File: config.mk
export PLATFORM = sky130hd
export DESIGN_NAME = ss_scan_driver
export DESIGN_NICKNAME = d
export VERILOG_FILES = /design/src/rtl/ss_scan_driver.sv
export SDC_FILE = /design/constraint.sdc
export NUM_CORES = 1
export LEC_CHECK = 0
export CAP_MARGIN = 20
export CORE_MARGIN = 3
export CORE_UTILIZATION = 60
export CTS_CLUSTER_DIAMETER = 60
export DETAILED_ROUTE_END_ITERATION = 10
export PLACE_DENSITY = 0.85
export SLEW_MARGIN = 15
export SYNTH_ARGS = -nofsm -noshare
export SYNTH_HDL_FRONTEND = slang
export SYNTH_SLANG_ARGS = --single-unit
export TNS_END_PERCENT = 100
File: constraint.sdc
create_clock -name clk -period 6.4 [get_ports clk]
set_clock_uncertainty 0.05 [all_clocks]
set_input_delay 0.64 -clock clk [delete_from_list [all_inputs] [get_ports clk]]
set_output_delay 0.64 -clock clk [all_outputs]
set_load 0.05 [all_outputs]
File: src/rtl/ss_scan_driver.sv
// Time-multiplexed N-digit hex seven-segment driver with dead time between digits,
// per-digit dp/blanking, leading-zero blanking and frame-synchronous value update.
//
// state    | meaning
// ST_BLANK | all anodes off for BLANK_CYCLES (anti-ghosting dead time)
// ST_ON    | anode of digit idx lit for DIGIT_CYCLES
module ss_scan_driver #(
  parameter int N_DIGITS       = 4,
  parameter int DIGIT_CYCLES   = 50000,
  parameter int BLANK_CYCLES   = 500,
  parameter int SEG_ACTIVE_LOW = 1,
  parameter int AN_ACTIVE_LOW  = 1
) (
  input  logic                  clk,
  input  logic                  reset,
  input  logic [4*N_DIGITS-1:0] data_in,
  input  logic [N_DIGITS-1:0]   dp_in,
  input  logic [N_DIGITS-1:0]   blank_mask,
  input  logic                  lzb,
  input  logic                  load,
  output logic                  upd_ack,
  output logic [N_DIGITS-1:0]   an,
  output logic [6:0]            seg,
  output logic                  dp
);

  localparam int MAXC = (DIGIT_CYCLES > BLANK_CYCLES) ? DIGIT_CYCLES : BLANK_CYCLES;
  localparam int CW = $clog2(MAXC + 1);
  localparam int IW = $clog2(N_DIGITS);
  localparam logic [CW-1:0] DIGIT_TC = CW'(DIGIT_CYCLES - 1);
  localparam logic [CW-1:0] BLANK_TC = CW'(BLANK_CYCLES - 1);
  localparam logic [IW-1:0] LAST_IDX = IW'(N_DIGITS - 1);
  localparam logic SEG_INV = (SEG_ACTIVE_LOW != 0);
  localparam logic AN_INV  = (AN_ACTIVE_LOW != 0);

  typedef enum logic {ST_BLANK, ST_ON} state_t;

  state_t          state, state_nx;
  logic [CW-1:0]   cnt, cnt_nx;
  logic [IW-1:0]   idx, idx_nx;
  logic            boundary, xfer;

  logic [4*N_DIGITS-1:0] shadow_data, disp_data, disp_data_nx, upper;
  logic [N_DIGITS-1:0]   shadow_dp, disp_dp, disp_dp_nx;
  logic [N_DIGITS-1:0]   shadow_blank, disp_blank, disp_blank_nx;
  logic                  pending;

  logic [3:0]          nib;
  logic                on_nx, lz_dark, mask_dark, lit_dp;
  logic [6:0]          lit_seg;
  logic [N_DIGITS-1:0] lit_an;

  function automatic logic [6:0] hex7(input logic [3:0] v);
    case (v)
      4'h0: hex7 = 7'b1111110;
      4'h1: hex7 = 7'b0110000;
      4'h2: hex7 = 7'b1101101;
      4'h3: hex7 = 7'b1111001;
      4'h4: hex7 = 7'b0110011;
      4'h5: hex7 = 7'b1011011;
      4'h6: hex7 = 7'b1011111;
      4'h7: hex7 = 7'b1110000;
      4'h8: hex7 = 7'b1111111;
      4'h9: hex7 = 7'b1111011;
      4'hA: hex7 = 7'b1110111;
      4'hB: hex7 = 7'b0011111;
      4'hC: hex7 = 7'b1001110;
      4'hD: hex7 = 7'b0111101;
      4'hE: hex7 = 7'b1001111;
      default: hex7 = 7'b1000111;
    endcase
  endfunction

  always_ff @(posedge clk) begin
    if (reset) begin
      state <= ST_BLANK;
      cnt   <= '0;
      idx   <= '0;
    end else begin
      state <= state_nx;
      cnt   <= cnt_nx;
      idx   <= idx_nx;
    end
  end

  always_comb begin
    state_nx = state;
    cnt_nx   = cnt + 1'b1;
    idx_nx   = idx;
    boundary = 1'b0;
    case (state)
      ST_BLANK: if (cnt == BLANK_TC) begin
        state_nx = ST_ON;
        cnt_nx   = '0;
        boundary = (idx == '0);
      end
      ST_ON: if (cnt == DIGIT_TC) begin
        state_nx = ST_BLANK;
        cnt_nx   = '0;
        idx_nx   = (idx == LAST_IDX) ? '0 : idx + 1'b1;
      end
      default: state_nx = ST_BLANK;
    endcase
  end

  // Output flops are fed from next-state values so pins line up with the state cycles.
  always_comb begin
    xfer          = boundary & pending;
    disp_data_nx  = xfer ? shadow_data  : disp_data;
    disp_dp_nx    = xfer ? shadow_dp    : disp_dp;
    disp_blank_nx = xfer ? shadow_blank : disp_blank;
    on_nx         = (state_nx == ST_ON);
    nib           = disp_data_nx[{idx_nx, 2'b00} +: 4];
    upper         = disp_data_nx >> {idx_nx, 2'b00};
    lz_dark       = lzb && (idx_nx != '0) && (upper == '0);
    mask_dark     = disp_blank_nx[idx_nx];
    lit_an        = on_nx ? ({{(N_DIGITS-1){1'b0}}, 1'b1} << idx_nx) : '0;
    lit_seg       = (on_nx && !mask_dark && !lz_dark) ? hex7(nib) : 7'b0;
    lit_dp        = on_nx && !mask_dark && disp_dp_nx[idx_nx];
  end

  always_ff @(posedge clk) begin
    if (reset) begin
      shadow_data  <= '0;
      shadow_dp    <= '0;
      shadow_blank <= '0;
      disp_data    <= '0;
      disp_dp      <= '0;
      disp_blank   <= '0;
      pending      <= 1'b0;
      upd_ack      <= 1'b0;
      an           <= {N_DIGITS{AN_INV}};
      seg          <= {7{SEG_INV}};
      dp           <= SEG_INV;
    end else begin
      if (load) begin
        shadow_data  <= data_in;
        shadow_dp    <= dp_in;
        shadow_blank <= blank_mask;
      end
      // A load coinciding with the transfer stays pending for the following frame.
      pending    <= load | (pending & ~xfer);
      disp_data  <= disp_data_nx;
      disp_dp    <= disp_dp_nx;
      disp_blank <= disp_blank_nx;
      upd_ack    <= xfer;
      an         <= lit_an ^ {N_DIGITS{AN_INV}};
      seg        <= lit_seg ^ {7{SEG_INV}};
      dp         <= lit_dp ^ SEG_INV;
    end
  end

endmodule

# Yosys cells after proc, flatten, opt, wreduce, memory -nomap -nowiden
# Memories as Yosys holds them, arrays and structs flattened.
# Index checks and enable logic that the tools add are counted.
word_totals:
  register_bits: 81
  rom_bits: 112
  in_bits: 28
  output_inout_bits: 13
  elab_cells: 62
  n_memories: 1
mem_list:
  columns: ["name", "depth", "word_bits", "rd", "rd_clocked_by_memory_dff", "wr", "line_no", "text"]
  rows:
  - ["(no name shown)", 16, 7, 1, 0, 0, "54", "case (v)"]
classes:
  n_addsub: 2
  order_cmp: 1
  n_eq_ne: 3
  n_shift: 3
  n_mux: 20
  n_bitwise: 8
  reduce_logical: 10
op_table:
  columns: ["cell", "n"]
  rows:
  - ["$mux W16", 3]
  - ["$pmux W16 S2", 1]
  - ["$add A16 B1 Y16 const B", 1]
  - ["$eq A16 B16 Y1 const B", 1]
  - ["$eq A16 B9 Y1 const B", 1]
  - ["$logic_not A16 Y1", 1]
  - ["$shiftx A16 B5 Y4", 1]
  - ["$shr A16 B4 Y16", 1]
  - ["$mux W4", 3]
  - ["$mux W7", 1]
  - ["$not A7 Y7", 1]
  - ["$mux W1", 6]
  - ["$mux W2", 3]
  - ["$logic_and A1 B1 Y1", 5]
  - ["$bmux W1 S2", 2]
  - ["$not A4 Y4", 1]
  - ["$shl A1 B2 Y4 const A", 1]
  - ["$lt A2 B3 Y1 const B", 1]
  - ["$not A1 Y1", 3]
  - ["$add A2 B1 Y2 const B", 1]
  - ["$and A1 B1 Y1", 2]
  - ["$eq A2 B2 Y1 const B", 1]
  - ["$logic_not A1 Y1", 2]
  - ["$logic_not A2 Y1", 1]
  - ["other kinds (3)", 3]

# Longest topological paths before layout
logic_depth:
  word_depth: 12
  mapped_depth: 16
  mapped_depth_nobuf: 14

# Worst setup path after synthesis
# Ideal clock, no wire load.
synth_path:
  path_kind: "flip-flop to flip-flop"
  from: "reg cnt[0]"
  to: "reg seg[4]"
  setup_ns: 0.106
  t_arrival_ns: 3.156
  t_required_ns: 6.244
  setup_slack_ns: 3.088
  path_stages_with_launch: 15
  n_path_buf: 1
  period_less_slack_ns: 3.312
  cell_sequence: "dfxtp_1 -> ha_1 -> and3_1 -> and3_4 -> and2_0 -> buf_2 -> mux2i_1 -> o22ai_1 -> a221oi_1 -> ha_1 -> nand3_1 -> a21oi_1 -> nand4_1 -> o21a_1 -> o311ai_0"
synth_between:
  elab_chain_cells: 12
  elab_cells_between_ends: 27
  cone_classes: "eq/ne (2); shift (2); mux (12); bitwise (2); reduce/logical (8); memory (1)"
synth_lines:
  columns: ["item", "line_no", "text"]
  rows:
  - ["from (decl)", "39", "logic [CW-1:0] cnt, cnt_nx;"]
  - ["from (signal assigned)", "81", "cnt <= cnt_nx;"]
  - ["branches (longest 10 deep; another with $mem_v2 Z16 W7)", null, null]
  - ["$mux W7 (*)", "118", "lit_seg = (on_nx && !mask_dark && !lz_dark) ? hex7(nib) : 7'b0;"]
  - ["$not A7 Y7 (no line) (*)", null, null]
  - ["to (signal assigned)", "133", "seg <= {7{SEG_INV}};"]
  - ["to (signal assigned)", "148", "seg <= lit_seg ^ {7{SEG_INV}};"]
  - ["to (decl)", "23", "output logic [6:0] seg,"]
# Every way passes the cells marked *. The select of a mux whose other input is x is not followed.
# A chain may end at the register's enable or synchronous reset.

# Final worst setup path
# Same ends and word-level chain as after synthesis.

==> flow_summary.yaml <==
floorplan:
  pin_count: 41
  die-area_sq_um: 7100
  dieHeight_um: 84.2
  core_area_sq_um: 5710
  die_w_um: 84.2
  start_util: 0.643
  num_rows: 27
worst_setup_path:
  startpoint: "cnt[0]$_SDFF_PP0_"
  required_ns: 6.60
  worstPathCellList: "ha_1, nor4b_1, nand4_2, mux2i_1, o22ai_1, a221oi_1, ha_1, nand3_1, a21oi_1, nand4_1, o21a_1, o311ai_0"
  r2r_setup_slack_ns: 1.95
  critPathMaxFanout: 32
  crit_slowest_cell: "nand4_2"
  cpPeakStageDelay_ns: 0.83
  worst-path-buf-inv: 0
  path_common_cell: "ha_1"
  reg2reg_from: "cnt[0]$_SDFF_PP0_"
  crit_family: "simple AND/OR/NAND/NOR gates"
  endpoint_kind: "flip-flop"
  criticalPathCategory: "reg2reg"
  arrival_ns: 4.66
  crit_path_start_kind: "flip-flop"
cts:
  h-tree-depth: 3
  clk_latency_ns: 0.35
  cts_resized: 0
  root_buffer: "clkbuf_8"
  cts.sink_count: 81
  post_cts_buffers: 0
  cts_hold_buf: 0
  clock_path_buffers: 2
  cts_tree: "yes"
  path_clk_slew_ns: 0.08
  numCtsBuffers: 9
place:
  dp.cells: 508
  place.gp.congestion: 0.858
  pre_cts_ws_ns: 1.99
  dp_hpwl_um: 5630
  placed_area_sq_um: 4070
  placement.io_buffers: 40
min_path:
  hold_class: "reg2reg"
  min_from: "disp_blank[2]$_SDFF_PP0_"
sta:
  finalCritPeriodShare: 0.696
  setup_viol_count_final: 0
  fmax_mhz: 225
  timing.final.ws_setup_ns: 1.95
  holdWs_ns: 0.408
  min_period_ns: 4.45
  worst_pin_slew_ns: 0.973
  drv_slew: 0
  rsz0062_at_grt: "false"
  setup_tns_ns: 0
  hold_violations: 0
  max_slew_margin: 0.351
grt:
  grt_pass1_vias: 2876
  grt_pass1_wl_um: 13600
  grt_max_degree: 55
  grt_usage: 0.235
  grt_overflow: 0
  antenna_found_initial: 0
logic_synthesis:
  synth_fp_nets: 453
  yosysSeqAreaShare: 0.441
  synthArstFlopShare: 0
  synth_edf_count: 0
  syn_area_sq_um: 3670
  ys_ff_latch: 81
  postSynthCellCount: 416
  avgSynthCellArea_sq_um: 8.83
  yosys_warnings: 0
  synth_cell_types: 55
  synth_ff_type: "dfxtp_1"
route:
  routed_via_density: 5.84
  vias: 3062
  first_pass_iters: 6
  drtAntennaViolNets: 0
  drc: 0
  drt-total-wl_um: 8180
  avgRoutedWirePerCell_um: 15.6
  drtIter0Drc: 206
flow_run:
  maxCapViolCount: 0
finish:
  fin_nets: 484
  post-route-util: 0.748
  n_antenna_cell: 0
  drive_gt1_frac: 0.0708
  final_cells: 524
  regArea_sq_um: 1620
  fillerInstances: 412
  design_area_sq_um: 4270
  multiInputGateArea_sq_um: 1910
  area_growth_pct: 16.3
power:
  p_leak_nw: 1.73
  report.power.total_uw: 955
  ir_drop_uv: 157
  power_density_nw_per_um2: 224
status:
  status: "finished, final reports clean"
-- area by class of cell --
cell class / instances / area share
clock buffer: 10 / 0.0322
clock inverter: 6 / 0.0158
inverter: 10 / 0.00879
multi-input combinational: 303 / 0.446
sequential: 81 / 0.380
tap: 72 / 0.0211
timing repair buffer: 42 / 0.0961
-- layout by cell type, fill, tap and decap left out, types with 5 or more instances in the layout --
| cell | n |
|---|---|
| clkbuf_8 | 10 |
| nand2_1 | 52 |
| ha_1 | 9 |
| xnor2_1 | 8 |
| inv_1 | 10 |
| dfxtp_1 | 81 |
| xor2_1 | 7 |
| clkdlybuf4s50_1 | 39 |
| a21oi_1 | 20 |
| o311ai_0 | 5 |
| mux2i_1 | 38 |
| nor2_1 | 78 |
| nor3_1 | 5 |
| and3_1 | 5 |
| nand3_1 | 18 |
-- cells in the mapped netlist (all sizes together), types with 2 or more instances --
| master | instances | area, sq um |
|---|---|---|
| nand2 | 52 | 195 |
| dfxtp | 81 | 1620 |
| o211ai | 2 | 15.0 |
| o22ai | 2 | 12.5 |
| o311ai | 5 | 43.8 |
| o21a | 2 | 15.0 |
| a21oi | 21 | 109 |
| inv | 10 | 37.5 |
| clkbuf | 15 | 56.3 |
| o21ai | 4 | 20.0 |
| o221ai | 4 | 35.0 |
| mux2 | 6 | 75.1 |
| o32ai | 2 | 17.5 |
| nand3 | 18 | 90.1 |
| nor3 | 5 | 25.0 |
| and4 | 3 | 26.3 |
| nor4 | 4 | 46.3 |
| nand2b | 3 | 18.8 |
| ha | 9 | 113 |
| xnor2 | 8 | 70.1 |
| and3 | 6 | 42.5 |
| buf | 7 | 51.3 |
| xor2 | 7 | 61.3 |
| nand4 | 4 | 31.3 |
| and2 | 2 | 12.5 |
| a221oi | 3 | 43.8 |
| or2 | 2 | 12.5 |
| nor2 | 79 | 299 |
| mux2i | 38 | 380 |
-- path summary, 6_finish.rpt --
check	endpoint	depth (start not counted)
max	seg[4]$_SDFF_PP1_	12
min	disp_blank[2]$_SDFF_PP0_	2
max reg2reg	seg[4]$_SDFF_PP1_	12
min reg2reg	disp_blank[2]$_SDFF_PP0_	2
-- state kept, by name, summed over array words and instances, names as in the netlist --
name          cells
disp_data        16
disp_blank        4
shadow_data      16
idx               2
seg               7
upd_ack           1
shadow_dp         4
shadow_blank      4
pending           1
disp_dp           4
cnt              16
dp                1
state             1
an                4
-- cells by family (layout without fill, tap and decap cells) --
| group | Yosys count | in the layout | synth area share |
|---|---|---|---|
| DFF | 81 | 81 | 0.441 |
| xor gates and xnor gates | 15 | 15 | 0.0358 |
| adders and majority gates | 9 | 9 | 0.0307 |
| AOI/OAI and AO/OA | 52 | 52 | 0.101 |
| and+or+nand+nor | 183 | 183 | 0.228 |
| muxes | 44 | 44 | 0.124 |
| buffers and inverters | 32 | 68 | 0.0395 |
-- where the power goes --
part           switching [mW]  internal, mW
sequential             0.0103         0.515
combinational          0.0232        0.0279
clock                   0.188         0.191
-- per-layer routing --
metal / vias up / track usage / part of all wire
met5: - / 0 / 0
met4: 0 / 0.104 / 0.027
met3: 23 / 0.0393 / 0.056
met2: 118 / 0.377 / 0.47
met1: 1430 / 0.311 / 0.45
li1: 1491 / - / -
-- worst min-delay path, stage by stage, from the launching register on --
cell	delay, ns
dfxtp_1	0.32
nand2_1	0.05
a21oi_1	0.05
Note: power is estimated with default switching activity, not from simulation.
==> variant, RTL diff (same flow settings) <==
Set the parameter `N_DIGITS` to 8 (it was 4).
--- a/src/rtl/ss_scan_driver.sv
+++ b/src/rtl/ss_scan_driver.sv
@@ -5,7 +5,7 @@
 // ST_BLANK | all anodes off for BLANK_CYCLES (anti-ghosting dead time)
 // ST_ON    | anode of digit idx lit for DIGIT_CYCLES
 module ss_scan_driver #(
-  parameter int N_DIGITS       = 4,
+  parameter int N_DIGITS       = 8,
   parameter int DIGIT_CYCLES   = 50000,
   parameter int BLANK_CYCLES   = 500,
   parameter int SEG_ACTIVE_LOW = 1,
Interface: changed (resized an, blank_mask, data_in and dp_in); port bits go from 41 to 69. The function was not compared with the original's and may differ.
==> variant against the original RTL <==
Cell area up 78%; cell count up 74%; worst hold slack worse by 14 ps; synthesized cell count up 71%; worst setup slack worse by 70 ps; power up 100%; sequential cell count up 53; synthesized area up 71%; wire length up 97%; via count up 79%; critical path depth down 2; critical endpoint is now seg[6]; largest cell class unchanged; largest power group is now clock; highest routed layer unchanged.
==> variant: results (changes against the original RTL) <==
[outcome]
outcome = completed  ; unchanged

[placement]
port_buffers = 68  ; was 40
place.detailed.hpwl_um = 11120  ; was 5633 µm
place_inst = 882  ; was 508
place.gp.congestion = 0.9090  ; was 0.8581

[critical_path]
cpPeakStageDelay_ps = 860  ; was 830 ps
reg2reg_depth = 10  ; was 12
r2r_end = seg[6]  ; was seg[4]
r2r-start = cnt[10]  ; was cnt[0]
crit_fanout = 18  ; was 32
crit_slowest_cell = a211oi_2  ; was nand4_2
crit_arrival_ps = 4890  ; was 4660 ps
critPathTopFamily = simple AND/OR/NAND/NOR gates  ; unchanged
rrSetupSlack_ps = 1880  ; was 1950 ps

[min_path]
whs_endpoint = an[4]  ; was disp_blank[2]
hold_path_depth = 3  ; was 2
min_from = reset  ; was disp_blank[2]
hold_class = primary input to flop  ; was flop to flop

[clocking]
h-tree-depth = 4  ; was 3
cts.path.max_buffers = 2  ; unchanged
postCtsSetupRepairBufs = 0  ; unchanged
cts.repair.resized = 0  ; unchanged
clk_latency_ps = 540  ; was 350 ps
numCtsBuffers = 17  ; was 9
clk_root_buffer_cell = clkbuf_8  ; unchanged
cts.clk_slew.worst_paths_ps = 60  ; was 80 ps

[cells_and_area]
top_regs = disp_data x32, shadow_data x32, cnt x16  ; was cnt x16, disp_data x16, shadow_data x16
diodes = 0  ; unchanged
fill_cells = 691  ; was 412
nets = 831  ; was 484
drive_gt1_share_pct = 9.219  ; was 7.080%

[synthesis]
synth_ff_type = dfxtp_1  ; unchanged
synthTopCellsByCount = 134 x dfxtp_1, 118 x nor2_1, 99 x mux2i_1, 93 x nand2_1, 39 x a21oi_1  ; was 81 x dfxtp_1, 78 x nor2_1, 52 x nand2_1, 38 x mux2i_1, 20 x a21oi_1
synthArstFlopShare_pct = 0  ; unchanged
ys_warn_count = 0  ; unchanged
synthTopCellsByArea = dfxtp_1 43%, mux2i_1 16%, nor2_1 7.1%  ; was dfxtp_1 44%, mux2i_1 10%, nor2_1 8.0%
ys_seq_area_share_pct = 42.73  ; was 44.14%
synth_nets = 773  ; was 453
ys_types = 61  ; was 55
avgSynthCellArea_um2 = 8.831  ; about the same

[global_route]
grtUsageMet1_pct = 35.94  ; was 31.11%
grt.met3_usage_pct = 7.284  ; was 3.925%
antenna_found_initial = 0  ; unchanged
grt_pass1_wl_um = 26350  ; was 13610 µm
gr-usage-met2_pct = 46.67  ; was 37.66%
track_usage_pct = 28.85  ; was 23.48%
grt_start_max_net_pins = 106  ; was 55

[timing]
worst_pin_slew_ps = 1076  ; was 973.5 ps

[route]
drtPass1Iterations = 5  ; was 6
ant_nets = 0  ; unchanged
vias = 5496  ; was 3062
vias_per_cell = 6.013  ; was 5.844
drt_iter0_drc = 371  ; was 206
wl_um = 16130  ; was 8179 µm

[power]
p_int_mw = 1.519  ; was 0.7338 mW
p_leak_nw = 2.967  ; was 1.728 nW
power_density_mw_per_mm2 = 254.7  ; was 223.7 mW/mm²
max-vdd-ir-drop_v = 0.0002235  ; was 0.0001566 V

variant: worst max-delay path by stage:
stage | slack [ps] | startpoint | to | depth (start not counted)
global placement | 1970 | cnt[10] | seg[2] | 10
global route | 1590 | cnt[10] | seg[6] | 10
finish | 1880 | cnt[10] | seg[6] | 10
floorplan | 2600 | cnt[10] | seg[0] | 17
detailed placement | 1760 | cnt[10] | seg[2] | 10
CTS | 1770 | cnt[10] | seg[2] | 10
variant: cells by family (layout without fill, tap and decap cells):
logic type / after synthesis / in the layout / synth area share, %
AOI/OAI and AO/OA: 92 / 92 / 9.805
muxes: 111 / 111 / 17.94
xor gates and xnor gates: 15 / 15 / 2.093
buffers and inverters: 46 / 116 / 3.448
DFF: 134 / 134 / 42.73
and+or+nand+nor: 303 / 303 / 22.00
adders and majority gates: 10 / 10 / 1.993
variant: routing by layer:
| layer | wire length (µm) | part of all wire [%] |
|---|---|---|
| met1 | 6680 | 41 |
| met2 | 7762 | 48 |
| met3 | 1182 | 7.3 |
| met4 | 507 | 3.1 |
| met5 | 0 | 0 |
variant: tightest hold or removal path, stage by stage:
cell and delay (ps):
buf_2 100, nor4b_1 110, nand2_1 90
variant: area by class of cell:
cell class,count,area share (%)
tap,133,2.186
multi-input combinational,531,44.58
inverter,8,0.3945
clock buffer,19,5.802
timing repair buffer,77,9.796
sequential,134,35.24
clock inverter,12,2.005
variant: power groups by stage:
stage	Clock, mW	Sequential, mW	Combinational [mW]
after floorplan	0	0.884	0.0533
after detailed placement	0	0.890	0.0943
final	0.971	0.873	0.0951
after global routing	1.02	0.875	0.105
after CTS	0.979	0.873	0.0952
after global placement	0	0.889	0.0908
variant: stage by stage:
step | hold WS [ps] | setup slack, ps | total power, mW | area, µm² | utilization, %
2_1_floorplan | 376.1 | 2605 | 0.9369 | 6279 | -
3_3_place_gp | 387.7 | 1973 | 0.9803 | 6998 | 70.30
3_5_place_dp | 394.8 | 1760 | 0.9845 | 6998 | 70.30
4_1_cts | 374.5 | 1766 | 1.947 | 7592 | 76.27
5_1_grt | 410.9 | 1590 | 1.998 | 7612 | 76.47
6_report | 394.0 | 1876 | 1.939 | 7612 | 76.47
